File: src/rtl/riscv_pkg.sv
// Shared definitions for the M-extension multiply/divide unit: funct3 opcodes,
// FSM state encodings and a constant clog2 helper for tag widths.
package riscv_pkg;

  typedef enum logic [2:0] {
    OP_MUL    = 3'b000,
    OP_MULH   = 3'b001,
    OP_MULHSU = 3'b010,
    OP_MULHU  = 3'b011,
    OP_DIV    = 3'b100,
    OP_DIVU   = 3'b101,
    OP_REM    = 3'b110,
    OP_REMU   = 3'b111
  } op_e;

  typedef enum logic [1:0] {
    ST_IDLE = 2'b00,
    ST_MUL  = 2'b01,
    ST_DIV  = 2'b10,
    ST_FIN  = 2'b11
  } state_e;

  function automatic int clog2(input int value);
    int r = 0;
    while ((1 << r) < value) r++;
    return r;
  endfunction

endpackage

File: src/rtl/div_core.sv
// Restoring-division iterator on unsigned magnitudes; exposes the next
// quotient/remainder so the controller can capture the final step directly.
module div_core #(
  parameter int N = 32
) (
  input  logic         i_clk,
  input  logic         i_rst_n,
  input  logic         i_load,
  input  logic         i_step,
  input  logic [N-1:0] i_dividend,
  input  logic [N-1:0] i_divisor,
  output logic [N-1:0] o_quot_nxt,
  output logic [N-1:0] o_rem_nxt
);

  logic [N-1:0] r_quot;
  logic [N-1:0] r_rem;
  logic [N-1:0] r_dvsr;
  logic [N:0]   w_shift;
  logic [N:0]   w_diff;

  // r_quot doubles as the dividend shift register; quotient bits enter at the bottom
  assign w_shift    = {r_rem, r_quot[N-1]};
  assign w_diff     = w_shift - {1'b0, r_dvsr};
  assign o_rem_nxt  = w_diff[N] ? w_shift[N-1:0] : w_diff[N-1:0];
  assign o_quot_nxt = {r_quot[N-2:0], ~w_diff[N]};

  always_ff @(posedge i_clk or negedge i_rst_n) begin
    if (!i_rst_n) begin
      r_quot <= '0;
      r_rem  <= '0;
      r_dvsr <= '0;
    end else if (i_load) begin
      r_quot <= i_dividend;
      r_rem  <= '0;
      r_dvsr <= i_divisor;
    end else if (i_step) begin
      r_quot <= o_quot_nxt;
      r_rem  <= o_rem_nxt;
    end
  end

endmodule

File: src/rtl/muldiv_unit.sv
// Iterative RISC-V M-extension multiply/divide unit with register-file tagging.
// Define MULDIV_DIV_EN to build the divide path; otherwise divide ops report ILLEGAL.
module muldiv_unit
  import riscv_pkg::*;
#(
  parameter int N    = 32,
  parameter int XLEN = 32
) (
  input  logic                     i_clk,
  input  logic                     i_rst_n,
  input  logic                     i_start,
  input  logic [2:0]               i_op,
  input  logic [N-1:0]             i_a,
  input  logic [N-1:0]             i_b,
  input  logic [clog2(XLEN)-1:0]   i_rd_in,
  output logic                     o_busy,
  output logic                     o_done,
  output logic [N-1:0]             o_res,
  output logic [clog2(XLEN)-1:0]   o_rd_out,
  output logic                     o_illegal
);

  localparam int RW = clog2(XLEN);
  localparam int CW = (clog2(N) > 0) ? clog2(N) : 1;
  localparam logic [CW-1:0] CNT_LAST = CW'(N - 1);

  state_e         r_state;
  logic [2:0]     r_op;
  logic [RW-1:0]  r_rd;
  logic [N-1:0]   r_ma;
  logic [2*N-1:0] r_prod;
  logic [CW-1:0]  r_cnt;
  logic           r_neg;

  logic           w_accept;
  logic           w_a_neg;
  logic           w_b_neg;
  logic [N-1:0]   w_a_mag;
  logic [N-1:0]   w_b_mag;
  logic [N:0]     w_sum;
  logic [2*N-1:0] w_prod_nxt;
  logic [2*N-1:0] w_prod_fin;
  logic [N-1:0]   w_mul_res;

  assign w_accept = i_start && (r_state == ST_IDLE || r_state == ST_FIN);

  always_comb begin
    w_a_neg = 1'b0;
    w_b_neg = 1'b0;
    case (i_op)
      OP_MULH, OP_DIV, OP_REM: begin
        w_a_neg = i_a[N-1];
        w_b_neg = i_b[N-1];
      end
      OP_MULHSU: w_a_neg = i_a[N-1];
      default: ;
    endcase
  end

  assign w_a_mag = w_a_neg ? -i_a : i_a;
  assign w_b_mag = w_b_neg ? -i_b : i_b;

  // Shift-add: multiplier sits in the low half and is consumed one bit per step
  assign w_sum      = {1'b0, r_prod[2*N-1:N]} + (r_prod[0] ? {1'b0, r_ma} : '0);
  assign w_prod_nxt = {w_sum, r_prod[N-1:1]};
  assign w_prod_fin = r_neg ? -w_prod_nxt : w_prod_nxt;
  assign w_mul_res  = (r_op == OP_MUL) ? w_prod_fin[N-1:0] : w_prod_fin[2*N-1:N];

`ifdef MULDIV_DIV_EN
  logic         r_neg_r;
  logic         w_b_zero;
  logic         w_ovf;
  logic [N-1:0] w_byp_res;
  logic [N-1:0] w_quot_nxt;
  logic [N-1:0] w_rem_nxt;
  logic [N-1:0] w_div_res;

  assign w_b_zero  = (i_b == '0);
  assign w_ovf     = (i_op == OP_DIV || i_op == OP_REM) &&
                     (i_a == {1'b1, {(N-1){1'b0}}}) && (i_b == '1);
  assign w_byp_res = w_ovf ? (i_op[1] ? '0 : i_a) : (i_op[1] ? i_a : '1);
  assign w_div_res = r_op[1] ? (r_neg_r ? -w_rem_nxt : w_rem_nxt)
                             : (r_neg ? -w_quot_nxt : w_quot_nxt);

  div_core #(.N(N)) u_div_core (
    .i_clk      (i_clk),
    .i_rst_n    (i_rst_n),
    .i_load     (w_accept && i_op[2]),
    .i_step     (r_state == ST_DIV),
    .i_dividend (w_a_mag),
    .i_divisor  (w_b_mag),
    .o_quot_nxt (w_quot_nxt),
    .o_rem_nxt  (w_rem_nxt)
  );
`endif

  always_ff @(posedge i_clk or negedge i_rst_n) begin
    if (!i_rst_n) begin
      r_state   <= ST_IDLE;
      r_op      <= '0;
      r_rd      <= '0;
      r_ma      <= '0;
      r_prod    <= '0;
      r_cnt     <= '0;
      r_neg     <= 1'b0;
      o_busy    <= 1'b0;
      o_done    <= 1'b0;
      o_illegal <= 1'b0;
      o_res     <= '0;
      o_rd_out  <= '0;
`ifdef MULDIV_DIV_EN
      r_neg_r   <= 1'b0;
`endif
    end else begin
      o_done    <= 1'b0;
      o_illegal <= 1'b0;
      case (r_state)
        ST_MUL: begin
          r_prod <= w_prod_nxt;
          r_cnt  <= r_cnt - 1'b1;
          if (r_cnt == '0) begin
            r_state  <= ST_FIN;
            o_busy   <= 1'b0;
            o_done   <= 1'b1;
            o_res    <= w_mul_res;
            o_rd_out <= r_rd;
          end
        end
        ST_DIV: begin
`ifdef MULDIV_DIV_EN
          r_cnt <= r_cnt - 1'b1;
          if (r_cnt == '0) begin
            r_state  <= ST_FIN;
            o_busy   <= 1'b0;
            o_done   <= 1'b1;
            o_res    <= w_div_res;
            o_rd_out <= r_rd;
          end
`else
          r_state <= ST_IDLE;
          o_busy  <= 1'b0;
`endif
        end
        ST_IDLE, ST_FIN: begin
          r_state <= ST_IDLE;
          o_busy  <= 1'b0;
          if (w_accept) begin
            r_op  <= i_op;
            r_rd  <= i_rd_in;
            r_cnt <= CNT_LAST;
            r_neg <= w_a_neg ^ w_b_neg;
            if (!i_op[2]) begin
              r_ma    <= w_a_mag;
              r_prod  <= {{N{1'b0}}, w_b_mag};
              r_state <= ST_MUL;
              o_busy  <= 1'b1;
            end else begin
`ifdef MULDIV_DIV_EN
              r_neg_r <= w_a_neg;
              if (w_b_zero || w_ovf) begin
                r_state  <= ST_FIN;
                o_done   <= 1'b1;
                o_res    <= w_byp_res;
                o_rd_out <= i_rd_in;
              end else begin
                r_state <= ST_DIV;
                o_busy  <= 1'b1;
              end
`else
              r_state   <= ST_FIN;
              o_done    <= 1'b1;
              o_illegal <= 1'b1;
              o_res     <= '0;
              o_rd_out  <= i_rd_in;
`endif
            end
          end
        end
        default: begin
          r_state <= ST_IDLE;
          o_busy  <= 1'b0;
        end
      endcase
    end
  end

endmodule

File: config.mk
export PLATFORM = sky130hd
export DESIGN_NAME = muldiv_unit
export DESIGN_NICKNAME = d
export VERILOG_FILES = /design/src/rtl/riscv_pkg.sv /design/src/rtl/div_core.sv /design/src/rtl/muldiv_unit.sv
export SDC_FILE = /design/constraint.sdc
export NUM_CORES = 1
export LEC_CHECK = 0
export CORE_MARGIN = 10
export CORE_UTILIZATION = 44
export DETAILED_ROUTE_END_ITERATION = 10
export GPL_TIMING_DRIVEN = 0
export PLACE_DENSITY = 0.71
export SLEW_MARGIN = 15
export SYNTH_ARGS = -nofsm -noshare
export SYNTH_HDL_FRONTEND = slang
export SYNTH_SLANG_ARGS = --single-unit
File: constraint.sdc
create_clock -name i_clk -period 6.3 [get_ports i_clk]
set_input_delay 0.63 -clock i_clk [delete_from_list [all_inputs] [get_ports i_clk]]
set_output_delay 0.63 -clock i_clk [all_outputs]
set_load 0.02 [all_outputs]
==> impl_summary.txt <==
----------------------------------------------------
[Outcome]
  Run status ... finished clean

[Synth]
  Post-Syn Area per Cell ... 8.25 µm²
  Proportion of netlist area held by the largest area contributor ... between 30% and 40%
  Flop and latch count out of synthesis ... 152
  Yosys synthesis warning count ... 0
  Post-synth net total ... 1445
  Post-synthesis cell type with the largest combined area ... sky130_fd_sc_hd__dfrtp_1
  Share of synthesized area occupied by flip-flops and latches ... 34.7%
  Ys flop type ... sky130_fd_sc_hd__dfrtp_1
  Instance count of the mapped netlist ... 1331
  Total standard cell area after synthesis ... between 10000 and 15000 µm²
  EDFF count, synth ... 0
  Fraction of registers with async set/reset ... 100%
  Number of different library cells in the post-synthesis netlist ... 72
  Cell types occupying the most area after synthesis ... sky130_fd_sc_hd__dfrtp_1, sky130_fd_sc_hd__o21ai_0, sky130_fd_sc_hd__xnor2_1

[Clock network]
  CTS tree ... yes
  Cell chosen for the clock root ... sky130_fd_sc_hd__clkbuf_16
  Buffer levels on the longest clock path ... 2
  Worst-Skew Late Latency ... 450 ps
  Clock-pin slew on the worst setup and hold paths ... around 70 ps
  Num CTS Buffers ... 17
  Post-CTS resize count ... 0
  Deepest level of the CTS H-tree ... 4
  Count of hold buffers inserted by post-cts repair ... 0
  Number of sinks driven by the clock tree ... 152
  Postcts setup bufs ... 0

[Worst setup path]
  Crit path largest cell delay ... about 760 ps
  Arrival time reported for the critical path endpoint ... 5740 ps
  Worst setup EP type ... flop
  Family with the most delay on the worst path ... simple AND/OR/NAND/NOR gates
  Worst-path cell with the longest stage delay ... sky130_fd_sc_hd__nor4_1
  Start-to-end type of the worst setup path ... reg2reg
  Critical path, cell by cell ... clkbuf_1 > and2_1 > ha_1 > fa_1 > a21oi_1 > or3_1 > a211oi_1 > nor2_1 > o211ai_1 > nand3_1 > nor4_1 > nand3_2 > o41ai_2 > xnor2_1 > o21ai_1
  Critical path required time ... 6620 ps
  CP startpoint kind ... flop
  Crit path max fanout ... 10
  Worst Path Buf+Inv ... 1

[Route]
  Post-detailed-route wirelength per cell ... roughly 19 µm
  Number of nets still failing antenna checks after routing ... 0
  Vias per std cell ... 5.90
  Initial DRC count ... 880
  Wire length after detailed routing ... approximately 35 mm
  DRC violations left ... 0
  Vias ... about 11000
  Number of iterations in the first detailed-routing pass ... 5

[Place]
  Inst Count DP ... about 1800
  Gp weighted congestion ... 0.938
  Worst slack after detailed placement ... 1030 ps
  Quantity of I/O buffers inserted on ports ... 114
  DP Wirelength ... ~27 mm

[Floorplan]
  Area of the core region ... 24500 µm²
  Die Wd ... ~180 µm
  Number of core rows ... 57
  Effective utilization at floorplan ... approximately 45%
  Area of the die ... approximately 32000 µm²
  Top-level port count ... 115
  Chip height ... about 180 µm

[Timing]
  Max-slew violations ... 0
  Setup slack of the critical path after layout ... 886 ps
  Fmax achieved ... 0.185 GHz
  Period utilisation layout ... 85.9%
  Number of setup violations in the final report ... 0
  Worst-case headroom to the max-slew limit ... 17.8%
  RSZ-0062 raised after global routing ... false
  Worst hold-check slack ... 82.1 ps
  Transition time at the pin with the least slew margin ... 1220 ps
  Fin Clk Skew ... 10.8 ps
  Shortest period the worst path allows ... 5410 ps
  Setup Total Neg Slack ... 0 ps
  Number of hold violations in the final report ... 0

[Global routing]
  Number of global-route vias before repair ... around 10000
  Maximum number of pins on one net before global-route repair ... 104
  Met3 demand-to-capacity share in global routing ... 4.76%
  GR Layer Usage met1 ... 29.3%
  First-pass GRT wire length ... 55.2 mm
  Fraction of met2 tracks used by global routing ... about 33%
  Antenna violations before repair ... 0
  Sum of overflow across all layers after global routing ... 0
  GRT Total Usage ... between 20% and 30%
  GR peak layer ... met2

[Layout]
  Diode count ... 0
  Number of non-filler instances in the completed layout ... 1802
  Commonest non-fill, non-tap cells in the layout ... sky130_fd_sc_hd__nand2_1, sky130_fd_sc_hd__o21ai_0, sky130_fd_sc_hd__dfrtp_1, sky130_fd_sc_hd__clkdlybuf4s50_1
  Number of nets in the layout ... 1579
  Most frequent standard cell in the layout excluding fill and tap cells ... sky130_fd_sc_hd__nand2_1
  Layout cell share with drive strength beyond 1 ... 5.28%
  Synth-to-Final Area Change ... 19.9%
  Number of inserted filler cells in the final layout ... 2307

[Flow run]
  Maximum capacitance violations ... 0

[Pwr]
  P_leak ... 5.52 nW
  IR Drop Worst-Case VDD ... approximately 210 µV
  Final total power ... 5.80 mW
  Cell Pwr Density ... 440 nW/µm²

[Min path]
  Classification of the worst-slack hold path ... in2async

----------------------------------------------------
[sequential cells by signal (all words and copies together), names as in the netlist]
name	flops
o_busy	1
o_done	1
o_illegal	1
o_rd_out	5
o_res	32
r_cnt	5
r_ma	32
r_neg	1
r_op	3
r_prod	64
r_rd	5
r_state	2
[worst reg2reg max path, cell delays in order (launching register included)]
cell	delay, ps
sky130_fd_sc_hd__dfrtp_1	560
sky130_fd_sc_hd__clkbuf_1	510
sky130_fd_sc_hd__and2_1	220
sky130_fd_sc_hd__ha_1	200
sky130_fd_sc_hd__fa_1	290
sky130_fd_sc_hd__a21oi_1	100
sky130_fd_sc_hd__or3_1	410
sky130_fd_sc_hd__a211oi_1	440
sky130_fd_sc_hd__nor2_1	170
sky130_fd_sc_hd__o211ai_1	520
sky130_fd_sc_hd__nand3_1	270
sky130_fd_sc_hd__nor4_1	770
sky130_fd_sc_hd__nand3_2	250
sky130_fd_sc_hd__o41ai_2	360
sky130_fd_sc_hd__xnor2_1	160
sky130_fd_sc_hd__o21ai_1	70
[layout make-up]
| class | instances | area (µm²) | area share (%) |
|---|---|---|---|
| multi-input combinational | 1079 | 6770 | 51.4 |
| timing repair buffer | 115 | 1170 | 8.92 |
| clock inverter | 15 | 178 | 1.35 |
| tap | 324 | 405 | 3.08 |
| sequential | 152 | 3800 | 28.9 |
| buffer | 70 | 295 | 2.24 |
| clock buffer | 17 | 425 | 3.23 |
| inverter | 30 | 113 | 0.856 |
[synthesized netlist by cell type (29+ instances only)]
cell / number
sky130_fd_sc_hd__clkbuf_1: 64
sky130_fd_sc_hd__a21oi_1: 80
sky130_fd_sc_hd__a22oi_1: 38
sky130_fd_sc_hd__xnor2_1: 79
sky130_fd_sc_hd__nand3_1: 46
sky130_fd_sc_hd__and2_1: 40
sky130_fd_sc_hd__dfrtp_1: 152
sky130_fd_sc_hd__inv_1: 29
sky130_fd_sc_hd__o21ai_0: 172
sky130_fd_sc_hd__ha_1: 38
sky130_fd_sc_hd__nor2_1: 80
sky130_fd_sc_hd__nand2_1: 178
sky130_fd_sc_hd__xor2_1: 63
[per-layer routing]
layer | vias to the layer above | routed length, µm | share of wire (%)
li1 | 5070 | - | -
met1 | 5157 | 15400 | 44
met2 | 340 | 15900 | 45
met3 | 65 | 2410 | 6.9
met4 | 0 | 1290 | 3.7
met5 | - | 0 | 0
[worst paths after layout]
| check | from | to | slack, ps | depth (start not counted) |
|---|---|---|---|---|
| setup / recovery | r_prod[0] | o_res[29] | 890 | 15 |
| hold / removal | i_rst_n | r_ma[1] | 80 | 1 |
| setup reg to reg | r_prod[0] | o_res[29] | 890 | 15 |
| hold reg to reg | r_ma[30] | r_ma[30] | 470 | 2 |
| max in group asynchronous | i_rst_n | o_res[19] | 5340 | 2 |
| min in group i_clk | r_ma[30] | r_ma[30] | 470 | 2 |
[cell families (layout without fill, tap and decap cells)]
group	after synthesis	in the layout	share of synthesized area [%]
buffers and inverters	100	247	3.72
adders and majority gates	39	39	4.51
muxes	19	19	1.94
and+or+nand+nor	478	478	21.6
AOI/OAI and AO/OA	401	401	22.2
xor gates and xnor gates	142	142	11.3
DFF	152	152	34.7
[through the flow]
step	cell area [µm²]	utilization, %
2_1_floorplan	11000	-
3_3_place_gp	12500	51.2
3_5_place_dp	12600	51.3
4_1_cts	13200	53.8
5_1_grt	13200	53.8
6_report	13200	53.8
[report_power, final]
part	internal (mW)	total [mW]	leakage [nW]	switching [mW]
Combinational	1.19	3.17	3.26	1.98
Sequential	1.30	1.58	1.97	0.283
Clock	0.536	1.05	0.291	0.513
No activity file was read; power rests on OpenSTA's default activity.
